File: src/rtl/spm_arbiter_if.sv
// Port bundle between the pipeline/bus requesters, the SPM arbiter and the SPM macro.
interface spm_arbiter_if;
    logic        mem_as_;
    logic        mem_rw;
    logic [29:0] mem_addr;
    logic [31:0] mem_wr_data;
    logic [31:0] mem_rd_data;
    logic        mem_rd_valid;
    logic        mem_busy;
    logic        if_as_;
    logic [29:0] if_addr;
    logic [31:0] if_rd_data;
    logic        if_rd_valid;
    logic        if_busy;
    logic        bus_as_;
    logic        bus_rw;
    logic [29:0] bus_addr;
    logic [31:0] bus_wr_data;
    logic [31:0] bus_rd_data;
    logic        bus_rdy_;
    logic        spm_as_;
    logic        spm_rw;
    logic [29:0] spm_addr;
    logic [31:0] spm_wr_data;
    logic [31:0] spm_rd_data;

    modport slave (
        input  mem_as_, mem_rw, mem_addr, mem_wr_data,
        output mem_rd_data, mem_rd_valid, mem_busy,
        input  if_as_, if_addr,
        output if_rd_data, if_rd_valid, if_busy,
        input  bus_as_, bus_rw, bus_addr, bus_wr_data,
        output bus_rd_data, bus_rdy_,
        output spm_as_, spm_rw, spm_addr, spm_wr_data,
        input  spm_rd_data
    );

    modport master (
        output mem_as_, mem_rw, mem_addr, mem_wr_data,
        input  mem_rd_data, mem_rd_valid, mem_busy,
        output if_as_, if_addr,
        input  if_rd_data, if_rd_valid, if_busy,
        output bus_as_, bus_rw, bus_addr, bus_wr_data,
        input  bus_rd_data, bus_rdy_,
        input  spm_as_, spm_rw, spm_addr, spm_wr_data,
        output spm_rd_data
    );
endinterface

File: src/rtl/spm_arbiter.sv
// Single-port SPM arbiter for MEM, IF and an external bus port,
// with one-cycle read return tracking and bus anti-starvation aging.
module spm_arbiter #(
    parameter int unsigned STARVE_MAX = 4
) (
    input logic         clk,
    input logic         reset,
    spm_arbiter_if.slave port
);
    typedef enum logic [1:0] {
        OWN_NONE,
        OWN_MEM,
        OWN_IF,
        OWN_BUS
    } owner_t;

    owner_t     rd_owner;
    owner_t     owner_nxt;
    logic [3:0] wait_cnt;
    logic       rdy_q;
    logic       mem_req;
    logic       if_req;
    logic       bus_req;
    logic       starve;
    logic       g_mem;
    logic       g_if;
    logic       g_bus;
    logic       bus_ack;

    // The bus is not a requester in its own ack cycle.
    assign mem_req = !reset && !port.mem_as_;
    assign if_req  = !reset && !port.if_as_;
    assign bus_req = !reset && !port.bus_as_ && rdy_q;
    assign starve  = bus_req && (wait_cnt >= 4'(STARVE_MAX));

    always_comb begin
        g_mem = 1'b0;
        g_if  = 1'b0;
        g_bus = 1'b0;
        if (starve)
            g_bus = 1'b1;
        else if (mem_req)
            g_mem = 1'b1;
        else if (if_req)
            g_if = 1'b1;
        else if (bus_req)
            g_bus = 1'b1;
    end

    always_comb begin
        port.spm_as_     = 1'b1;
        port.spm_rw      = 1'b1;
        port.spm_addr    = '0;
        port.spm_wr_data = '0;
        owner_nxt        = OWN_NONE;
        if (g_mem) begin
            port.spm_as_     = 1'b0;
            port.spm_rw      = port.mem_rw;
            port.spm_addr    = port.mem_addr;
            port.spm_wr_data = port.mem_wr_data;
            if (port.mem_rw)
                owner_nxt = OWN_MEM;
        end else if (g_if) begin
            port.spm_as_  = 1'b0;
            port.spm_addr = port.if_addr;
            owner_nxt     = OWN_IF;
        end else if (g_bus) begin
            port.spm_as_     = 1'b0;
            port.spm_rw      = port.bus_rw;
            port.spm_addr    = port.bus_addr;
            port.spm_wr_data = port.bus_wr_data;
            if (port.bus_rw)
                owner_nxt = OWN_BUS;
        end
    end

    assign port.mem_busy = mem_req && !g_mem;
    assign port.if_busy  = if_req && !g_if;

    // Returns are gated by reset so an in-flight read is dropped.
    assign bus_ack           = !reset && !rdy_q;
    assign port.bus_rdy_     = !bus_ack;
    assign port.mem_rd_valid = !reset && (rd_owner == OWN_MEM);
    assign port.if_rd_valid  = !reset && (rd_owner == OWN_IF);
    assign port.mem_rd_data  = port.spm_rd_data;
    assign port.if_rd_data   = port.spm_rd_data;
    assign port.bus_rd_data  = (bus_ack && rd_owner == OWN_BUS) ?
                               port.spm_rd_data : '0;

    always_ff @(posedge clk) begin
        if (reset) begin
            rd_owner <= OWN_NONE;
            wait_cnt <= '0;
            rdy_q    <= 1'b1;
        end else begin
            rd_owner <= owner_nxt;
            rdy_q    <= !g_bus;
            if (port.bus_as_ || g_bus)
                wait_cnt <= '0;
            else if (rdy_q && wait_cnt != 4'hF)
                wait_cnt <= wait_cnt + 4'd1;
        end
    end
endmodule
File: src/flat_wrapper.sv
// flat-port wrapper written by rule: the top's interface ports become plain ports
module spm_arbiter_flat 
#(
    parameter int unsigned STARVE_MAX = 4
)
  (clk, reset, port_mem_as_, port_mem_rw, port_mem_addr, port_mem_wr_data, port_mem_rd_data, port_mem_rd_valid, port_mem_busy, port_if_as_, port_if_addr, port_if_rd_data, port_if_rd_valid, port_if_busy, port_bus_as_, port_bus_rw, port_bus_addr, port_bus_wr_data, port_bus_rd_data, port_bus_rdy_, port_spm_as_, port_spm_rw, port_spm_addr, port_spm_wr_data, port_spm_rd_data);
  spm_arbiter_if port_i ();
  input logic clk;
  input logic reset;
  input wire logic [$bits(port_i.mem_as_)-1:0] port_mem_as_;
  input wire logic [$bits(port_i.mem_rw)-1:0] port_mem_rw;
  input wire logic [$bits(port_i.mem_addr)-1:0] port_mem_addr;
  input wire logic [$bits(port_i.mem_wr_data)-1:0] port_mem_wr_data;
  output wire logic [$bits(port_i.mem_rd_data)-1:0] port_mem_rd_data;
  output wire logic [$bits(port_i.mem_rd_valid)-1:0] port_mem_rd_valid;
  output wire logic [$bits(port_i.mem_busy)-1:0] port_mem_busy;
  input wire logic [$bits(port_i.if_as_)-1:0] port_if_as_;
  input wire logic [$bits(port_i.if_addr)-1:0] port_if_addr;
  output wire logic [$bits(port_i.if_rd_data)-1:0] port_if_rd_data;
  output wire logic [$bits(port_i.if_rd_valid)-1:0] port_if_rd_valid;
  output wire logic [$bits(port_i.if_busy)-1:0] port_if_busy;
  input wire logic [$bits(port_i.bus_as_)-1:0] port_bus_as_;
  input wire logic [$bits(port_i.bus_rw)-1:0] port_bus_rw;
  input wire logic [$bits(port_i.bus_addr)-1:0] port_bus_addr;
  input wire logic [$bits(port_i.bus_wr_data)-1:0] port_bus_wr_data;
  output wire logic [$bits(port_i.bus_rd_data)-1:0] port_bus_rd_data;
  output wire logic [$bits(port_i.bus_rdy_)-1:0] port_bus_rdy_;
  output wire logic [$bits(port_i.spm_as_)-1:0] port_spm_as_;
  output wire logic [$bits(port_i.spm_rw)-1:0] port_spm_rw;
  output wire logic [$bits(port_i.spm_addr)-1:0] port_spm_addr;
  output wire logic [$bits(port_i.spm_wr_data)-1:0] port_spm_wr_data;
  input wire logic [$bits(port_i.spm_rd_data)-1:0] port_spm_rd_data;
  assign port_i.mem_as_ = port_mem_as_;
  assign port_i.mem_rw = port_mem_rw;
  assign port_i.mem_addr = port_mem_addr;
  assign port_i.mem_wr_data = port_mem_wr_data;
  assign port_mem_rd_data = port_i.mem_rd_data;
  assign port_mem_rd_valid = port_i.mem_rd_valid;
  assign port_mem_busy = port_i.mem_busy;
  assign port_i.if_as_ = port_if_as_;
  assign port_i.if_addr = port_if_addr;
  assign port_if_rd_data = port_i.if_rd_data;
  assign port_if_rd_valid = port_i.if_rd_valid;
  assign port_if_busy = port_i.if_busy;
  assign port_i.bus_as_ = port_bus_as_;
  assign port_i.bus_rw = port_bus_rw;
  assign port_i.bus_addr = port_bus_addr;
  assign port_i.bus_wr_data = port_bus_wr_data;
  assign port_bus_rd_data = port_i.bus_rd_data;
  assign port_bus_rdy_ = port_i.bus_rdy_;
  assign port_spm_as_ = port_i.spm_as_;
  assign port_spm_rw = port_i.spm_rw;
  assign port_spm_addr = port_i.spm_addr;
  assign port_spm_wr_data = port_i.spm_wr_data;
  assign port_i.spm_rd_data = port_spm_rd_data;
  spm_arbiter #(.STARVE_MAX(STARVE_MAX)) u_core (.clk(clk), .reset(reset), .port(port_i));
endmodule
File: config.mk
export PLATFORM = sky130hd
export DESIGN_NAME = spm_arbiter_flat
export DESIGN_NICKNAME = d
export VERILOG_FILES = /design/src/rtl/spm_arbiter_if.sv /design/src/rtl/spm_arbiter.sv /design/src/flat_wrapper.sv
export SDC_FILE = /design/constraint.sdc
export NUM_CORES = 1
export LEC_CHECK = 0
export ABC_AREA = 1
export CAP_MARGIN = 20
export CORE_AREA = 10 10 132 134
export CTS_CLUSTER_DIAMETER = 60
export DETAILED_ROUTE_END_ITERATION = 7
export DIE_AREA = 0 0 142 144
export SLEW_MARGIN = 10
export SYNTH_ARGS = -nofsm -noshare
export SYNTH_HDL_FRONTEND = slang
export SYNTH_SLANG_ARGS = --single-unit
File: constraint.sdc
create_clock -name clk -period 3 [get_ports clk]
set_input_delay 0.45 -clock clk [delete_from_list [all_inputs] [get_ports clk]]
set_output_delay 0.45 -clock clk [all_outputs]
set_load 0.01 [all_outputs]
==> results.cfg <==
[place]
routability_cong = 0.826
port-buffer-count = 357
place_hpwl_um = 13500

[synthesis]
synth.avg_cell_area_um2 = 5.39
warning_count_from_the_yosys_run = 0
top_count_cell_post_synth = sky130_fd_sc_hd__nand3_1
net_count_after_synthesis = 633
synth_edf_count = 0
synth.ff_latch_count = 7
synthArstFlopShare_pct = 0
yosys.area.top_type = sky130_fd_sc_hd__nand3_1
sequential_share_of_the_synthesized_area_pct = 5.92
ys.flop_type = sky130_fd_sc_hd__dfxtp_1
post_synth_main_area_contributors = sky130_fd_sc_hd__nand3_1 33%, sky130_fd_sc_hd__buf_4 21%, sky130_fd_sc_hd__nand2_1 13%, sky130_fd_sc_hd__inv_1 6.2%, sky130_fd_sc_hd__dfxtp_1 5.9%
synth_instances = 439
mappedNetlistArea_mm2 = 0.00237
yosysUniqueCellTypes = 22
synthTopCellsByCount = 157 x sky130_fd_sc_hd__nand3_1, 81 x sky130_fd_sc_hd__nand2_1, 67 x sky130_fd_sc_hd__buf_4, 39 x sky130_fd_sc_hd__inv_1, 35 x sky130_fd_sc_hd__nor2_1
share_of_the_synthesized_area_in_the_top_cell_type_pct = 33.2

[setup_path]
worstPathRequired_ps = 2550
start_kind = primary input
cp_data_arrival_time_ps = 2390
end_kind = primary output
timing.critical_path.fanout_max = 31
cp_top_family = buffers and inverters
worstPathCellList = clkdlybuf4s50_1, buf_4, or2_1, nor2_2, buf_12, nand3_1, nand3_1, clkdlybuf4s50_1
critical_path.slowest_cell = sky130_fd_sc_hd__clkdlybuf4s50_1
critical_path_class = in2out
critical_path.max_stage_delay_ps = 550
cp_num_buf_inv = 4

[routing]
detail_route.wirelength_um = 15700
drcViolationCount = 0
post_drt_via_cell_ratio = 4.18
drt.antenna.violating_nets = 0
vias = 3782
drt_first_iter_violations = 142
routed_wire_length_per_instance_um = 17.4
detail_route.first_pass.iterations = 4

[floorplan]
floorplan.core_area_mm2 = 0.0149
placementRows = 45
die_area_mm2 = 0.0204
initial_utilization_pct = 15.9
chipWidth_um = 142
num_io_pins = 358
die-height_um = 144

[timing]
clock_skew_ps = 0.493
hold_viol = 0
slew_headroom_pct = 77.2
setup_violating_endpoint_count_in_the_final_report = 0
fin_crit_sh_pct = 94.6
timing_worst_slew_pin_value_ps = 343
slew_viol_final = 0
finalSetupTns_ps = 0
fmax_mhz = 352
rsz0062_at_grt = no
final_period_minus_worst_setup_slack_ps = 2840

[clocking]
cts_repair_resize_count = 0
cts_buffer_depth = 2
cts.clk_slew.worst_paths_ps = 30
post_cts.repair.setup_buffers = 0
htree_num_levels = 1
postCtsHoldBufs = 0
tritoncts.num_buffers = 3
tritoncts_clock_tree = done
insertion_delay_ps = 230
cts.sinks = 7
cts-root-buf = sky130_fd_sc_hd__clkbuf_16

[global_routing]
global_route.overflow_total = 0
pin_count_of_the_biggest_net_entering_global_routing = 57
grt_pass1_wl_um = 22500
via_count_of_the_first_global_routing_pass = 3844
grt_use_total_pct = 13.7
antenna_found_initial = 0

[final_layout]
final_net_count = 911
drive_above_1_share_pct = 3.49
nFillCells = 1597
utilization_pct = 38.5
area.growth.synth_to_final_pct = 142

[power_and_ir_drop]
total_power_density_per_cell_area_mw_per_mm2 = 188
total_power_mw = 1.07
irDropWorstVdd_mv = 0.131
p_leak_nw = 2.42

[run_status]
outcome = complete, no violations

[hold_path]
worst_hold_path_type = reg2reg

[flow_run]
timing.max_cap.violations = 0
final timing paths:
| path | startpoint | endpoint | slack [ps] | cells after the start |
|---|---|---|---|---|
| setup / recovery | reset | port_spm_addr[18] | 160 | 8 |
| setup reg to reg | u_core.rdy_q$_SDFF_PP1_ | u_core.wait_cnt[1]$_SDFFE_PP0P_ | 1540 | 6 |
| hold / removal | u_core.wait_cnt[1]$_SDFFE_PP0P_ | u_core.wait_cnt[1]$_SDFFE_PP0P_ | 480 | 2 |
| hold reg to reg | u_core.wait_cnt[1]$_SDFFE_PP0P_ | u_core.wait_cnt[1]$_SDFFE_PP0P_ | 480 | 2 |
worst min-delay path: cells and delay by family (launching register included):
kind               cells  cell delay (ps)
AOI/OAI and AO/OA      1               50
and+or+nand+nor        1               60
DFF                    1              310
stage by stage:
| step | hold WS (ps) | setup slack, ps | std cells | instance area (um2) |
|---|---|---|---|---|
| 2_1_floorplan | 457 | 1180 | 439 | 2370 |
| 3_3_place_gp | 469 | 160 | 900 | 5640 |
| 3_5_place_dp | 483 | 135 | 900 | 5640 |
| 4_1_cts | 487 | 125 | 904 | 5720 |
| 5_1_grt | 496 | 17.7 | 904 | 5720 |
| 6_report | 481 | 161 | 905 | 5720 |
layout make-up:
class	count	area, um2	area share [%]
Sequential cell	7	140	2.45
Multi-Input combinational cell	295	1370	24.0
Inverter	41	154	2.69
Tap cell	188	235	4.11
Clock buffer	4	78.8	1.38
Timing Repair Buffer	369	3740	65.4
Antenna cell	1	2.50	0.0437
state kept, by name, indices dropped and copies added (netlist names):
signal and count:
u_core.rd_owner 2, u_core.rdy_q 1, u_core.wait_cnt 4
logic make-up after synthesis:
| group | Yosys count | share of synthesized area (%) |
|---|---|---|
| DFF | 7 | 5.92 |
| AOI/OAI and AO/OA | 8 | 1.69 |
| buffers and inverters | 137 | 36.2 |
| adders and majority gates | 1 | 0.528 |
| and+or+nand+nor | 286 | 55.7 |
placed cells by master (no fill, tap or decap):
master,netlist,routed
sky130_fd_sc_hd__or2_2,1,1
sky130_fd_sc_hd__diode_2,0,1
sky130_fd_sc_hd__clkdlybuf4s50_1,0,357
sky130_fd_sc_hd__dfxtp_1,7,7
sky130_fd_sc_hd__nor2_1,35,35
sky130_fd_sc_hd__clkbuf_16,0,3
sky130_fd_sc_hd__nand3_1,157,157
sky130_fd_sc_hd__nor2_2,3,3
sky130_fd_sc_hd__nand3_2,1,1
sky130_fd_sc_hd__buf_4,67,6
sky130_fd_sc_hd__nand2_4,1,1
sky130_fd_sc_hd__a21oi_1,5,5
sky130_fd_sc_hd__clkbuf_1,12,1
sky130_fd_sc_hd__nand2_1,81,81
sky130_fd_sc_hd__nand4_1,2,2
sky130_fd_sc_hd__nor3_1,2,2
sky130_fd_sc_hd__inv_1,39,39
sky130_fd_sc_hd__buf_12,0,6
sky130_fd_sc_hd__inv_2,2,2
sky130_fd_sc_hd__o21ai_0,3,3
sky130_fd_sc_hd__or2_1,1,1
sky130_fd_sc_hd__nand2_2,1,1
sky130_fd_sc_hd__ha_1,1,1
sky130_fd_sc_hd__nor3_4,1,1
per-layer routing:
metal,up-vias,part of all wire (%),global-route usage (%)
met5,-,0,0
met3,9,13,6.30
li1,1923,-,-
met1,1636,36,15.1
met4,0,1.1,3.01
met2,214,50,23.6
where the power goes:
group          switching [mW]  internal (mW)  total [mW]
Combinational           0.279          0.470       0.749
Clock                  0.0478          0.177       0.224
Sequential            0.00373         0.0977       0.101
Power figures use the tool's default switching activity.
